**src/rtl/sms_pkg.sv**
```systemverilog
// Constants shared across the SMS sample path
// (pulse generator, width monitor and capture latch).
package sms_pkg;

  localparam logic        SMS_ODD_PARITY   = 1'b1;
  localparam int unsigned SMS_SAMPLE_WIDTH = 4;
  localparam int unsigned SMS_MAX_WIDTH    = 2 * SMS_SAMPLE_WIDTH;

  // Takes the XOR-reduction of a word; returns 1 when the word breaks the configured parity.
  function automatic logic parity_fault(input logic word_xor);
    return word_xor ^ SMS_ODD_PARITY;
  endfunction

endpackage

```
**src/rtl/sms_pulse_width_monitor.sv**
```systemverilog
// Rising-edge detector and saturating high-time counter for an SMS pulse line.
// Flags the cycle on which the pulse has stayed high for more than MAX_WIDTH cycles.
module sms_pulse_width_monitor
  import sms_pkg::*;
#(
  parameter int unsigned MAX_WIDTH = SMS_MAX_WIDTH
) (
  input  logic clk,
  input  logic rst_n,
  input  logic pulse,
  output logic rise,
  output logic stuck_set
);

  localparam int unsigned CW = $clog2(MAX_WIDTH + 1);
  localparam logic [CW-1:0] CNT_MAX = CW'(MAX_WIDTH);

  logic          pulse_d;
  logic [CW-1:0] cnt;

  // pulse_d resets high so a pulse already in flight at reset release is not seen as an edge
  always_ff @(posedge clk or negedge rst_n) begin
    if (!rst_n) begin
      pulse_d <= 1'b1;
      cnt     <= '0;
    end else begin
      pulse_d <= pulse;
      if (!pulse) begin
        cnt <= '0;
      end else if (cnt != CNT_MAX) begin
        cnt <= cnt + CW'(1);
      end
    end
  end

  always_comb begin
    rise      = pulse & ~pulse_d;
    stuck_set = pulse & (cnt == CNT_MAX);
  end

endmodule

```
**src/rtl/sms_sample_capture_latch.sv**
```systemverilog
// Captures the data word on each sample rising edge and hands it downstream
// over valid/ack, with parity, overrun and stuck-pulse reporting.
module sms_sample_capture_latch
  import sms_pkg::*;
#(
  parameter int unsigned WIDTH     = 8,
  parameter int unsigned MAX_WIDTH = SMS_MAX_WIDTH
) (
  input  logic             x,
  input  logic             reset_n,
  input  logic             sample,
  input  logic [WIDTH-1:0] data,
  input  logic             ack,
  input  logic             clr_err,
  output logic [WIDTH-1:0] q,
  output logic             valid,
  output logic             parity_err,
  output logic             overrun,
  output logic             stuck
);

  logic rise;
  logic stuck_set;
  logic capture;
  logic drop;
  logic release_word;

  sms_pulse_width_monitor #(
    .MAX_WIDTH(MAX_WIDTH)
  ) u_mon (
    .clk      (x),
    .rst_n    (reset_n),
    .pulse    (sample),
    .rise     (rise),
    .stuck_set(stuck_set)
  );

  // An ack on the same edge as a new rise frees the slot, so the new word is taken
  always_comb begin
    capture      = rise & (~valid | ack);
    drop         = rise & valid & ~ack;
    release_word = ~rise & valid & ack;
  end

  always_ff @(posedge x or negedge reset_n) begin
    if (!reset_n) begin
      q          <= '0;
      valid      <= 1'b0;
      parity_err <= 1'b0;
      overrun    <= 1'b0;
      stuck      <= 1'b0;
    end else begin
      if (capture) begin
        q          <= data;
        valid      <= 1'b1;
        parity_err <= parity_fault(^data);
      end else if (release_word) begin
        valid <= 1'b0;
      end

      if (drop) begin
        overrun <= 1'b1;
      end else if (clr_err) begin
        overrun <= 1'b0;
      end

      if (stuck_set) begin
        stuck <= 1'b1;
      end else if (clr_err) begin
        stuck <= 1'b0;
      end
    end
  end

endmodule

```
**config.mk**
```make
export PLATFORM = sky130hd
export DESIGN_NAME = sms_sample_capture_latch
export DESIGN_NICKNAME = d
export VERILOG_FILES = /design/src/rtl/sms_pkg.sv /design/src/rtl/sms_pulse_width_monitor.sv /design/src/rtl/sms_sample_capture_latch.sv
export SDC_FILE = /design/constraint.sdc
export NUM_CORES = 1
export LEC_CHECK = 0
export ABC_AREA = 1
export BUFFER_PORTS_ARGS = -buffer_cell sky130_fd_sc_hd__buf_4
export CAP_MARGIN = 10
export CORE_MARGIN = 2
export CORE_UTILIZATION = 50
export DETAILED_ROUTE_END_ITERATION = 10
export PLACE_DENSITY = 0.76
export SKIP_LAST_GASP = 1
export SLEW_MARGIN = 10
export SYNTH_ARGS = -nofsm -noshare
export SYNTH_HDL_FRONTEND = slang
export SYNTH_SLANG_ARGS = --single-unit
```
**constraint.sdc**
```tcl
create_clock -name x -period 1.4 [get_ports x]
set_input_delay 0.35 -clock x [delete_from_list [all_inputs] [get_ports x]]
set_output_delay 0.35 -clock x [all_outputs]
set_load 0.005 [all_outputs]
```
# After elaboration in Yosys (flattened, before gate mapping)
# Index checks and enable logic that the tools add are counted.
# Widths: inputs -> output; s select.
# classes
n_addsub,1
mul,0
div,0
order_cmp,0
n_eq_ne,3
shift,0
n_mux,7
bitwise_logic,13
n_reduce_logical,4
# op_table
cell,n
$mux 4,2
$reduce_xor 8->1,1
$and 1x1->1,7
$reduce_bool 2->1,3
$mux 1,5
$not 1->1,5
$add 4x1->4 const B,1
$eq 4x4->1 const B,1
$ne 4x4->1 const B,1
$ne 2x1->1 const B,1
$or 1x1->1,1
# word_totals
regBits,17
latchBits,0
mem_bits_rw,0
romBits,0
inputBits,13
output_inout_bits,12
word_cells,35
memories,0

# Depth between registers and ports, before layout
# depth
depth_word,7
depth_mapped,8
ltp_nobuf,8

# Cells and area by module
# Synthesis repeated with hierarchy kept, for this count alone.
# unflattened
cells_unflattened,120
area_unflattened_um2,894.6
# modules_own_cells
module,n_inst,cells_each,area_per_inst_um2,seq_area_each_um2
sms_sample_capture_latch,1,88,623.1,300.3
sms_pulse_width_monitor,1,32,271.5,126.4

# Worst setup path before layout
# Ideal clock, no wire load.
# synth_timing
path_kind,register to register
startpoint,reg u_mon.cnt[0]
endpoint,reg u_mon.cnt[0]
setup_ns,0.121
arrival_time_ns,0.926
required_time_ns,1.279
setup_slack_ns,0.353
path_stages_with_launch,8
n_path_buf,0
period_less_slack_ns,1.047
cell_sequence,dfrtp_1 inv_1 ha_1 nand3_1 nand2_1 inv_1 nand2_1 o21ai_1
# synth_via
elab_chain_cells,3
word_cells_on_any_way,5
cone_classes,add/sub (1); eq/ne (2); mux (2)
# synth_lines
item,line_no,text
start: declaration,sms_pulse_width_monitor.sv:19,logic [CW-1:0] cnt;
start signal: assignment,sms_pulse_width_monitor.sv:31,cnt <= cnt + CW'(1);
$add 4x1->4,sms_pulse_width_monitor.sv:31,
$mux 4,sms_pulse_width_monitor.sv:30,end else if (cnt != CNT_MAX) begin
$mux 4,sms_pulse_width_monitor.sv:28,if (!pulse) begin
# Several ways; a longest one is shown, not always the timed one. The select of a mux whose other input is x is not followed.
# A chain may end at the register's enable or synchronous reset.

# Worst setup path in the final report
# Same ends and word-level chain as after synthesis.

==> results_tabular.tex <==
\begin{tabular}{lr}
\hline
Metric & Value \\
\hline
\multicolumn{2}{l}{\textbf{Run status}} \\
Run status & complete, no violations \\
\multicolumn{2}{l}{\textbf{Clock network}} \\
Maximum buffer depth of the clock tree & 2 \\
TritonCTS clock tree & built \\
Worst-path clk slew & 100 ps \\
H-tree levels & 1 \\
Number of CTS-inserted buffers & 3 \\
Number of instances resized during post-cts repair & 0 \\
Root Buffer Master & clkbuf\_4 \\
\# clock sinks & 17 \\
Worst-skew pair later-pin latency & roughly 280 ps \\
\multicolumn{2}{l}{\textbf{Power and ir drop}} \\
Cell leakage power & between 0.6 and 0.7 nW \\
Power density cells & 996 nW/um2 \\
Worst vdd rail ir drop & $\sim$0.57 mV \\
\multicolumn{2}{l}{\textbf{Logic synthesis}} \\
Post-synthesis sequential element count & 17 \\
Arithmetic-cell share of the synthesized area counting full adders, half adders and majority gates & approximately 2.8\% \\
Number of distinct library cell variants in the gate-level netlist after synthesis & 16 \\
Top flip-flop cell by instance count after synthesis & dfrtp\_1 \\
Gate count after technology mapping & around 110 \\
Average cell area after synthesis & $\sim$7.9 um2 \\
Seq/Total Area, Yosys & between 40\% and 50\% \\
Syn nets & around 130 \\
Number of enable-type register cells in the synthesized netlist & 0 \\
Synthesized-area fraction occupied by and/or/nand/nor cells & around 28\% \\
Mapped cell area & 897 um2 \\
Area fraction in compound gates after synthesis & 10.0\% \\
Proportion of synthesized flip-flops having asynchronous set or reset & 100\% \\
Dominant combinational cell family by area after synthesis & simple AND/OR/NAND/NOR gates \\
Mux contribution to synthesized area & 0\% \\
Fraction of synthesized cell area in xor and xnor cells & 1.95\% \\
Warnings, synthesis & 0 \\
\multicolumn{2}{l}{\textbf{Critical path}} \\
WP depth & 7 \\
Critical Path Fanout Max & 4 \\
Startpoint class of the critical path & flop \\
Top delay family on crit path & flip-flops \\
Worst Path Buf+Inv & 2 \\
Critical Path Slowest Stage Cell & dfrtp\_1 \\
Number of cells on the worst reg-to-reg path & 7 \\
CP Capture Type & flop \\
Required time at the endpoint of the critical path & 1580 ps \\
CP cell instances & inv\_1 -> ha\_1 -> nand3\_1 -> nand2\_1 -> inv\_1 -> nand2\_1 -> o21ai\_1 \\
Worst Path Class, Setup & reg -> reg \\
Arrival time reported for the critical path endpoint & roughly 1400 ps \\
Delay of the slowest cell on the worst path & between 400 and 500 ps \\
\multicolumn{2}{l}{\textbf{Final layout}} \\
Final Net Count & 157 \\
Number of cells in the finished layout apart from fillers & 166 \\
Fin area & 1130 um2 \\
Most common cell after layout, fill and taps aside & nand2\_1 \\
Number of diodes & 0 \\
Filler cells & 147 \\
FF/Latch Area & 427 um2 \\
Fraction of layout instances using a drive strength above 1 & between 20 and 30\% \\
Highest-count cells in the layout ignoring fill and taps & 50 x nand2\_1, 24 x buf\_4, 16 x inv\_1, 16 x dfrtp\_1, 8 x o21ai\_2 \\
Total area of multi-input combinational cells & between 300 and 400 um2 \\
Layout overhead on the synthesized area & 25.9\% \\
\multicolumn{2}{l}{\textbf{Placed design}} \\
Post-detailed-placement half-perimeter wirelength & about 1.3 mm \\
Placed cell count & 161 \\
Count of buffers from port buffering & 24 \\
Cell area after placement & roughly 1100 um2 \\
Final weighted congestion of routability-driven global placement & 0.724 \\
\multicolumn{2}{l}{\textbf{Timing}} \\
Final Cycle Share & slightly below 90\% \\
Fin Setup TNS & 0 ps \\
Achievable Freq & between 800 and 900 MHz \\
Post-layout minimum cycle time & between 1000 and 1500 ps \\
Number of endpoints with negative hold slack in the final report & 0 \\
Tightest Pin Transition & 237 ps \\
Endpoints failing setup & 0 \\
Worst-case clock skew & about 1.8 ps \\
Max-slew violation count & 0 \\
RSZ-0062 raised after global routing & false \\
Max-Slew Margin vs Limit & about 84\% \\
\multicolumn{2}{l}{\textbf{Route}} \\
Via/cell ratio & approximately 4.5 \\
DRT Wirelength & between 1.5 and 2 mm \\
Count of routing violations after the opening detailed-route iteration & 9 \\
Routed length per instance & about 10 um \\
Post-detailed-route count of antenna-violating nets & 0 \\
TritonRoute pass-1 iters & 4 \\
DRC violation count after routing & 0 \\
Vias & about 750 \\
\multicolumn{2}{l}{\textbf{Global route}} \\
Total congestion overflow & 0 \\
Tot GR Track Use & 18.2\% \\
Pin count of the biggest net entering global routing & 20 \\
Vias in the first global route & roughly 680 \\
First-pass GRT wire length & $\sim$2.7 mm \\
Number of antenna violations at the first check in global routing & 0 \\
\multicolumn{2}{l}{\textbf{Job}} \\
Max cap viols & 0 \\
\multicolumn{2}{l}{\textbf{Die}} \\
Core Rows & 15 \\
Vertical die dimension & 46.4 um \\
Number of primary I/O pins & 25 \\
Total core area & approximately 1700 um2 \\
Initial core utilization & between 50\% and 60\% \\
Floorplan die width & roughly 46 um \\
Area of the die & between 2000 and 2500 um2 \\
\multicolumn{2}{l}{\textbf{Min path}} \\
Type of the most critical hold path & in -> reg \\
Hold Crit Depth & 1 \\
\hline
\end{tabular}
path summary, 6_finish.rpt:
kind	start	slack, ps	endpoint
worst max-delay path	u_mon.cnt[0]	190	u_mon.cnt[0]
worst min-delay path	sample	190	u_mon.pulse_d
worst max register to register	u_mon.cnt[0]	190	u_mon.cnt[0]
worst min register to register	q[4]	490	q[4]
max in group asynchronous	reset_n	670	u_mon.pulse_d
min in group asynchronous	reset_n	480	overrun
metal layers:
metal / vias up / track usage [%] / share of wire, %
li1: 395 / - / -
met1: 341 / 19.0 / 42
met2: 16 / 33.3 / 54
met3: 2 / 3.53 / 3.4
met4: 0 / 10.3 / 1.5
met5: - / 0 / 0
state kept, by name, summed over array words and instances, names as in the netlist:
name / flops
overrun: 1
valid: 1
u_mon.cnt: 4
stuck: 1
u_mon.pulse_d: 1
q: 8
parity_err: 1
Yosys cell counts (2+ instances only):
cell type,count,share of area (%)
dfrtp_1,16,45
ha_1,2,2.8
inv_1,16,6.7
inv_2,2,0.84
nand2_1,50,21
nand3_1,3,1.7
nor2_1,5,2.1
nor2_4,2,2.5
o21ai_0,2,1.1
o21ai_1,2,1.1
o21ai_2,8,7.8
what timing repair did:
action	CTS	global route
hold buffers	1	0
setup endpoints to repair	0	0
endpoints found under the hold margin	16	0
buffers inserted	0	0
layout make-up:
type,count,area share (%)
timing repair buffer,25,16.8
tap,25,2.77
inverter,18,5.98
multi-input combinational,77,34.3
sequential,17,37.8
clock buffer,4,2.33
report_power, final:
| part | leakage [nW] | total, mW | switching, mW | internal, mW |
|---|---|---|---|---|
| Clock | 0.0150 | 0.263 | 0.153 | 0.111 |
| Combinational | 0.414 | 0.280 | 0.138 | 0.142 |
| Sequential | 0.215 | 0.582 | 0.0332 | 0.549 |
| Total | 0.644 | 1.13 | 0.324 | 0.801 |
metrics by stage:
stage	setup WS, ps	total power, mW	hold slack, ps	util (%)
final	187	1.13	188	66.2
after global routing	77.9	1.21	165	66.2
after CTS	188	1.14	181	66.2
after detailed placement	206	0.874	224	64.0
after global placement	256	0.861	221	64.0
after floorplan	353	0.736	54.4	-
worst register-to-register path, delay by kind of cell, from the launching register on:
family	cells	cell delay [ps]
simple gates	3	320
buf+inv	2	160
compound gates	1	50
fa+ha+maj	1	160
flops	1	410
cells by family after synthesis:
kind of cell               after synthesis
and+or+nand+nor                         61
xor gates and xnor gates                 2
buffers and inverters                   19
AOI/OAI and AO/OA                       12
adders and majority gates                2
DFF                                     17
Power figures use the tool's default switching activity.
